**config.mk**
```make
export PLATFORM = sky130hd
export DESIGN_NAME = pulse_train_gen
export DESIGN_NICKNAME = d
export VERILOG_FILES = /design/src/rtl/pulse_train_pkg.sv /design/src/rtl/pulse_train_gen_tick_timer.sv /design/src/rtl/pulse_train_gen.sv
export SDC_FILE = /design/constraint.sdc
export NUM_CORES = 1
export LEC_CHECK = 0
export CORE_MARGIN = 2
export CORE_UTILIZATION = 37
export DETAILED_ROUTE_END_ITERATION = 8
export GPL_ROUTABILITY_DRIVEN = 0
export RECOVER_POWER = 50
export SLEW_MARGIN = 40
export SYNTH_ARGS = -nofsm -noshare
export SYNTH_HDL_FRONTEND = slang
export SYNTH_SLANG_ARGS = --single-unit
```
**constraint.sdc**
```tcl
create_clock -name clk -period 2.15 [get_ports clk]
set_clock_uncertainty 0.2 [all_clocks]
set_input_delay 0.215 -clock clk [delete_from_list [all_inputs] [get_ports clk]]
set_output_delay 0.215 -clock clk [all_outputs]
set_load 0.02 [all_outputs]
```
**src/rtl/pulse_train_pkg.sv**
```systemverilog
// pulse_train_pkg -- shared types and parameter defaults for pulse_train_gen.
//   state_t            : FSM state encoding (IDLE, HIGH, LOW, GAP)
//   TICK_DIV_DEFAULT   : clk cycles per tick (250 ms at 50 MHz)
//   CNT_W_DEFAULT      : width of the pulses/sets operands and counters
//   GAP_TICKS_DEFAULT  : low gap between sets, in ticks
package pulse_train_pkg;

  typedef enum logic [1:0] {
    IDLE = 2'd0,
    HIGH = 2'd1,
    LOW  = 2'd2,
    GAP  = 2'd3
  } state_t;

  localparam int TICK_DIV_DEFAULT  = 12500000;
  localparam int CNT_W_DEFAULT     = 3;
  localparam int GAP_TICKS_DEFAULT = 4;

endpackage

```
**src/rtl/pulse_train_gen_tick_timer.sv**
```systemverilog
// tick_timer -- free-running tick divider.
//   clk     : clock, rising edge
//   reset_n : asynchronous active-low reset
//   clear   : synchronous restart; counter is 0 on the following cycle
//   tick    : high for one cycle while the counter sits at TICK_DIV-1
module tick_timer
  import pulse_train_pkg::*;
#(
  parameter int TICK_DIV = TICK_DIV_DEFAULT
) (
  input  logic clk,
  input  logic reset_n,
  input  logic clear,
  output logic tick
);

  localparam int CW = $clog2(TICK_DIV);
  localparam logic [CW-1:0] LAST = CW'(TICK_DIV - 1);

  logic [CW-1:0] cnt;

  always_ff @(posedge clk or negedge reset_n) begin
    if (!reset_n) begin
      cnt <= '0;
    end else if (clear || (cnt == LAST)) begin
      cnt <= '0;
    end else begin
      cnt <= cnt + CW'(1);
    end
  end

  assign tick = (cnt == LAST);

endmodule

```
**src/rtl/pulse_train_gen.sv**
```systemverilog
// pulse_train_gen -- generates `sets` groups of `pulses` one-tick-high /
// one-tick-low pulses, separated by GAP_TICKS ticks of low gap.
//   clk       : clock, rising edge
//   reset_n   : asynchronous active-low reset
//   trigger   : start request, rising-edge sensitive
//   abort     : synchronous level, cancels the train (no done)
//   pulses    : pulses per set (0 = ignore start)
//   sets      : number of sets (0 = ignore start)
//   repeat_en : (only with PULSE_TRAIN_REPEAT_EN) restart the train after a
//               gap instead of returning to IDLE
//   pulse     : registered pulse-train output
//   busy      : high whenever the FSM is not IDLE
//   done      : one-cycle strobe on normal completion
// Optional feature macro: PULSE_TRAIN_REPEAT_EN.
module pulse_train_gen
  import pulse_train_pkg::*;
#(
  parameter int TICK_DIV  = TICK_DIV_DEFAULT,
  parameter int CNT_W     = CNT_W_DEFAULT,
  parameter int GAP_TICKS = GAP_TICKS_DEFAULT
) (
  input  logic             clk,
  input  logic             reset_n,
  input  logic             trigger,
  input  logic             abort,
  input  logic [CNT_W-1:0] pulses,
  input  logic [CNT_W-1:0] sets,
`ifdef PULSE_TRAIN_REPEAT_EN
  input  logic             repeat_en,
`endif
  output logic             pulse,
  output logic             busy,
  output logic             done
);

  localparam int GW = (GAP_TICKS > 1) ? $clog2(GAP_TICKS) : 1;
  localparam logic [GW-1:0] GAP_LAST = GW'(GAP_TICKS - 1);

  state_t           state, state_nxt;
  logic             trig_prev;
  logic             trig_edge;
  logic             tick;
  logic             start;
  logic             done_nxt;
  logic [CNT_W-1:0] pulses_lat, pulses_lat_nxt;
  logic [CNT_W-1:0] sets_lat, sets_lat_nxt;
  logic [CNT_W-1:0] pulse_left, pulse_left_nxt;
  logic [CNT_W-1:0] set_left, set_left_nxt;
  logic [GW-1:0]    gap_cnt, gap_cnt_nxt;

  assign trig_edge = trigger & ~trig_prev;
  assign busy      = (state != IDLE);

  // Restarting the divider on every start keeps each state a whole number
  // of ticks measured from the trigger edge.
  tick_timer #(
    .TICK_DIV(TICK_DIV)
  ) u_tick_timer (
    .clk    (clk),
    .reset_n(reset_n),
    .clear  (start),
    .tick   (tick)
  );

  always_ff @(posedge clk or negedge reset_n) begin
    if (!reset_n) begin
      state      <= IDLE;
      // Held at 1 so a trigger already high at reset release is not an edge.
      trig_prev  <= 1'b1;
      pulse      <= 1'b0;
      done       <= 1'b0;
      pulses_lat <= '0;
      sets_lat   <= '0;
      pulse_left <= '0;
      set_left   <= '0;
      gap_cnt    <= '0;
    end else begin
      state      <= state_nxt;
      trig_prev  <= trigger;
      pulse      <= (state_nxt == HIGH);
      done       <= done_nxt;
      pulses_lat <= pulses_lat_nxt;
      sets_lat   <= sets_lat_nxt;
      pulse_left <= pulse_left_nxt;
      set_left   <= set_left_nxt;
      gap_cnt    <= gap_cnt_nxt;
    end
  end

  // Counters hold "remaining including the current one" and are only
  // decremented while greater than 1, so they can never wrap.
  always_comb begin
    state_nxt      = state;
    start          = 1'b0;
    done_nxt       = 1'b0;
    pulses_lat_nxt = pulses_lat;
    sets_lat_nxt   = sets_lat;
    pulse_left_nxt = pulse_left;
    set_left_nxt   = set_left;
    gap_cnt_nxt    = gap_cnt;

    if (abort) begin
      state_nxt = IDLE;
    end else begin
      case (state)
        IDLE: begin
          if (trig_edge && (pulses != '0) && (sets != '0)) begin
            start          = 1'b1;
            pulses_lat_nxt = pulses;
            sets_lat_nxt   = sets;
            pulse_left_nxt = pulses;
            set_left_nxt   = sets;
            state_nxt      = HIGH;
          end
        end
        HIGH: begin
          if (tick) begin
            state_nxt = LOW;
          end
        end
        LOW: begin
          if (tick) begin
            if (pulse_left > CNT_W'(1)) begin
              pulse_left_nxt = pulse_left - CNT_W'(1);
              state_nxt      = HIGH;
            end else if (set_left > CNT_W'(1)) begin
              set_left_nxt   = set_left - CNT_W'(1);
              pulse_left_nxt = pulses_lat;
              gap_cnt_nxt    = '0;
              state_nxt      = GAP;
            end else begin
              done_nxt = 1'b1;
`ifdef PULSE_TRAIN_REPEAT_EN
              if (repeat_en) begin
                pulse_left_nxt = pulses_lat;
                set_left_nxt   = sets_lat;
                gap_cnt_nxt    = '0;
                state_nxt      = GAP;
              end else begin
                state_nxt = IDLE;
              end
`else
              state_nxt = IDLE;
`endif
            end
          end
        end
        GAP: begin
          if (tick) begin
            if (gap_cnt == GAP_LAST) begin
              state_nxt = HIGH;
            end else begin
              gap_cnt_nxt = gap_cnt + GW'(1);
            end
          end
        end
        default: state_nxt = IDLE;
      endcase
    end
  end

endmodule

```
==> flow_summary.yaml, run 1 <==
placement:
  dp_hpwl_um: 3580
  dp_worst_setup_slack_ns: -0.0659
  portBuffers: 12
  placedCellCount: 346
  dpl_cell_area_sq_um: 2660
yosys:
  netlist.top_cell.by_area: "dfrtp_1"
  synth.area.mux_share: 0.0282
  ys_types: 50
  synth-seq-cells: 40
  syn_nets: 249
  yosys.area_share.simple: 0.264
  synth-compound-area-share: 0.118
  synth_top_family_by_area: "simple AND/OR/NAND/NOR gates"
  ys.flop_type: "dfrtp_1"
  syn_inst: 233
  synth_xor_area_frac: 0.0671
  synth_top_area_share: 0.440
  synth_fa_ha_area_frac: 0.0338
  async_flop_share: 1.00
  yosysWarningCount: 0
  syn_area_sq_um: 2220
  synth_edf_count: 0
  synth_common_cells: "dfrtp_1 (39), nor2_1 (29), nand2_1 (21)"
  synthTopCellsByArea: "dfrtp_1 (44%), xnor2_1 (5.1%), nor2_1 (4.9%), nand2_1 (3.6%), ha_1 (3.4%)"
  avgSynthCellArea_sq_um: 9.52
  synth.most_common_cell: "dfrtp_1"
  yosysSeqAreaShare: 0.452
sta:
  min_period_over_period: 0.963
  slew_viol_final: 0
  timing.final.crit_period_ns: 2.07
  worstMarginPinSlew_ns: 0.997
  finalSetupViolCount: 0
  setup_ws_ns: 0.0792
  timing.slew.headroom: 0.336
  max_freq_mhz: 483
  hold_viol_final: 0
setup_path:
  crit_arrival_ns: 2.06
  required_ns: 2.14
  start_kind: "register"
  criticalPathCategory: "register to register"
  crit_path_end_kind: "register"
  crit_fanout: 4
final_layout:
  antenna_cells: 0
  drive_gt1_frac: 0.218
  final_area_sq_um: 2790
  nNetsFinal: 295
  finalNonFillerCells: 355
  syn_to_final_growth_pct: 25.5
routing:
  drtPass1Iterations: 4
  drc_errors: 0
  vias: 1819
  detail-route-antenna-nets: 0
  drt_wl_total_um: 4910
  drt_iter0_drc: 100
  wire_per_inst_um: 13.8
  via_per_inst: 5.12
grt:
  grt_pass1_wl_um: 8620
  antenna_found_initial: 0
  grt_usage: 0.169
  grt_max_degree: 41
  grt-ovfl-total: 0
  first_global_vias: 1902
clock_tree:
  cts_made_buffers: 5
  clk_path_buf_depth: 2
  clk_pin_slew_ns: 0.08
  cts_setup_buffers: 0
  ctsRootBufferMaster: "clkbuf_8"
  clk_latency_ns: 0.30
  h-tree-depth: 2
  cts_sinks: 40
  cts_tree: "built"
floorplan:
  start_util: 0.379
  die_w_um: 81.4
  num_io_pins: 13
  fp.dieH_um: 81.4
  rows: 28
  coreArea_sq_um: 5850
  die_area_sq_um: 6630
hold_path:
  min_path_type: "input pin to register"
status:
  status: "completed"
pwr:
  ir_worst_vdd_mv: 0.339
  p_leak_nw: 1.24
  p_per_area_nw_per_um2: 697
job:
  drv_cap: 0
==> cell type report <==
cell class,count,area (sq um)
inverters,12,45.0
multi-input cells,175,1170
repair buffers,45,375
flip-flops and latches,40,1000
clock inverters,2,15.0
well taps,75,93.8
fillers,545,3070
clock buffers,6,82.6
==> layout by cell type (no fill, tap or decap), types with 3 or more instances in the layout <==
cell type | Yosys | final
nand2_1 | 21 | 21
and3_1 | 6 | 6
clkbuf_8 | 0 | 6
ha_1 | 6 | 4
mux2i_1 | 4 | 4
o21ai_0 | 8 | 8
o21ai_1 | 3 | 3
a21oi_1 | 9 | 9
xor2_1 | 4 | 4
clkdlybuf4s50_1 | 0 | 10
nand4_1 | 4 | 4
inv_1 | 12 | 12
buf_4 | 1 | 30
nor3_1 | 13 | 12
or3_1 | 6 | 5
dfrtp_1 | 39 | 39
xnor2_1 | 13 | 13
and4_1 | 3 | 3
nor2_1 | 29 | 29
nand3_1 | 10 | 10
nor4_1 | 3 | 3
==> state kept, by name, indices dropped and copies added, names as in the netlist <==
signal	cells
pulse_left	3
state	2
gap_cnt	2
pulse	1
u_tick_timer.cnt	24
done	1
set_left	3
pulses_lat	3
trig_prev	1
==> worst max-delay path, cell delays in order, from the launching register on <==
cell	delay (ns)
dfrtp_1	0.40
inv_1	0.12
ha_2	0.20
o21ba_4	0.17
nor4_1	0.22
buf_4	0.18
a21oi_1	0.06
and3_1	0.16
a221o_1	0.25
==> where the power goes <==
| part | internal [W] | leakage (nW) | switching (W) | total (W) |
|---|---|---|---|---|
| sequential | 0.000847 | 0.527 | 0.0000936 | 0.000940 |
| clock | 0.000260 | 0.0434 | 0.000282 | 0.000542 |
| combinational | 0.000233 | 0.669 | 0.000226 | 0.000460 |
==> metrics by stage <==
step | hold slack, ns | util | power [W] | TNS (ns)
after global routing | 0.278 | 0.476 | 0.00207 | -0.00791
after floorplan | -0.281 | - | 0.00120 | 0
after global placement | 0.108 | 0.454 | 0.00139 | -0.0397
final | 0.275 | 0.476 | 0.00194 | 0
after detailed placement | 0.112 | 0.454 | 0.00140 | -0.0939
after CTS | 0.141 | 0.472 | 0.00196 | 0
==> path summary, 6_finish.rpt <==
| check | slack [ns] | cells past startpoint | startpoint | to |
|---|---|---|---|---|
| worst min register to register | 0.29 | 2 | pulses_lat[1]$_DFFE_PN0P_ | pulses_lat[1]$_DFFE_PN0P_ |
| max in group asynchronous | 0.65 | 3 | reset_n | set_left[2]$_DFFE_PN0P_ |
| min in group asynchronous | 0.48 | 3 | reset_n | u_tick_timer.cnt[20]$_DFF_PN0_ |
| worst max register to register | 0.08 | 8 | pulse_left[1]$_DFFE_PN0P_ | pulse_left[0]$_DFFE_PN0P_ |
| worst min-delay path | 0.28 | 1 | trigger | trig_prev$_DFF_PN1_ |
| worst max-delay path | 0.08 | 8 | pulse_left[1]$_DFFE_PN0P_ | pulse_left[0]$_DFFE_PN0P_ |
==> repair_timing <==
action,in CTS,in global routing
endpoints found under the hold margin,39,0
setup endpoints to repair,0,10
resized for setup,0,5
hold buffers,1,0
==> kinds of logic after synthesis <==
| group | Yosys count |
|---|---|
| flip-flops | 40 |
| XOR/XNOR | 17 |
| adder cells (fa/ha/maj) | 6 |
| buffers and inverters | 18 |
| AND/OR/NAND/NOR | 108 |
| multiplexers | 6 |
| AO/OA/AOI/OAI | 38 |
==> per-layer routing <==
metal	track usage	vias up	wire length, um
li1	-	920	-
met1	0.220	859	2290
met2	0.270	30	2350
met3	0.0407	10	197
met4	0.0661	0	68
met5	0	-	0
No activity file was read; power rests on OpenSTA's default activity.
==> run 2, diff against run 1 <==
--- a/config.mk
+++ b/config.mk
@@ -8,8 +8,8 @@
 export CORE_MARGIN = 2
 export CORE_UTILIZATION = 37
 export DETAILED_ROUTE_END_ITERATION = 8
-export GPL_ROUTABILITY_DRIVEN = 0
 export RECOVER_POWER = 50
+export SKIP_CTS_REPAIR_TIMING = 1
 export SLEW_MARGIN = 40
 export SYNTH_ARGS = -nofsm -noshare
 export SYNTH_HDL_FRONTEND = slang
==> results of run 2 <==
No change in the layout: final DEF, timing and power equal those of run 1.
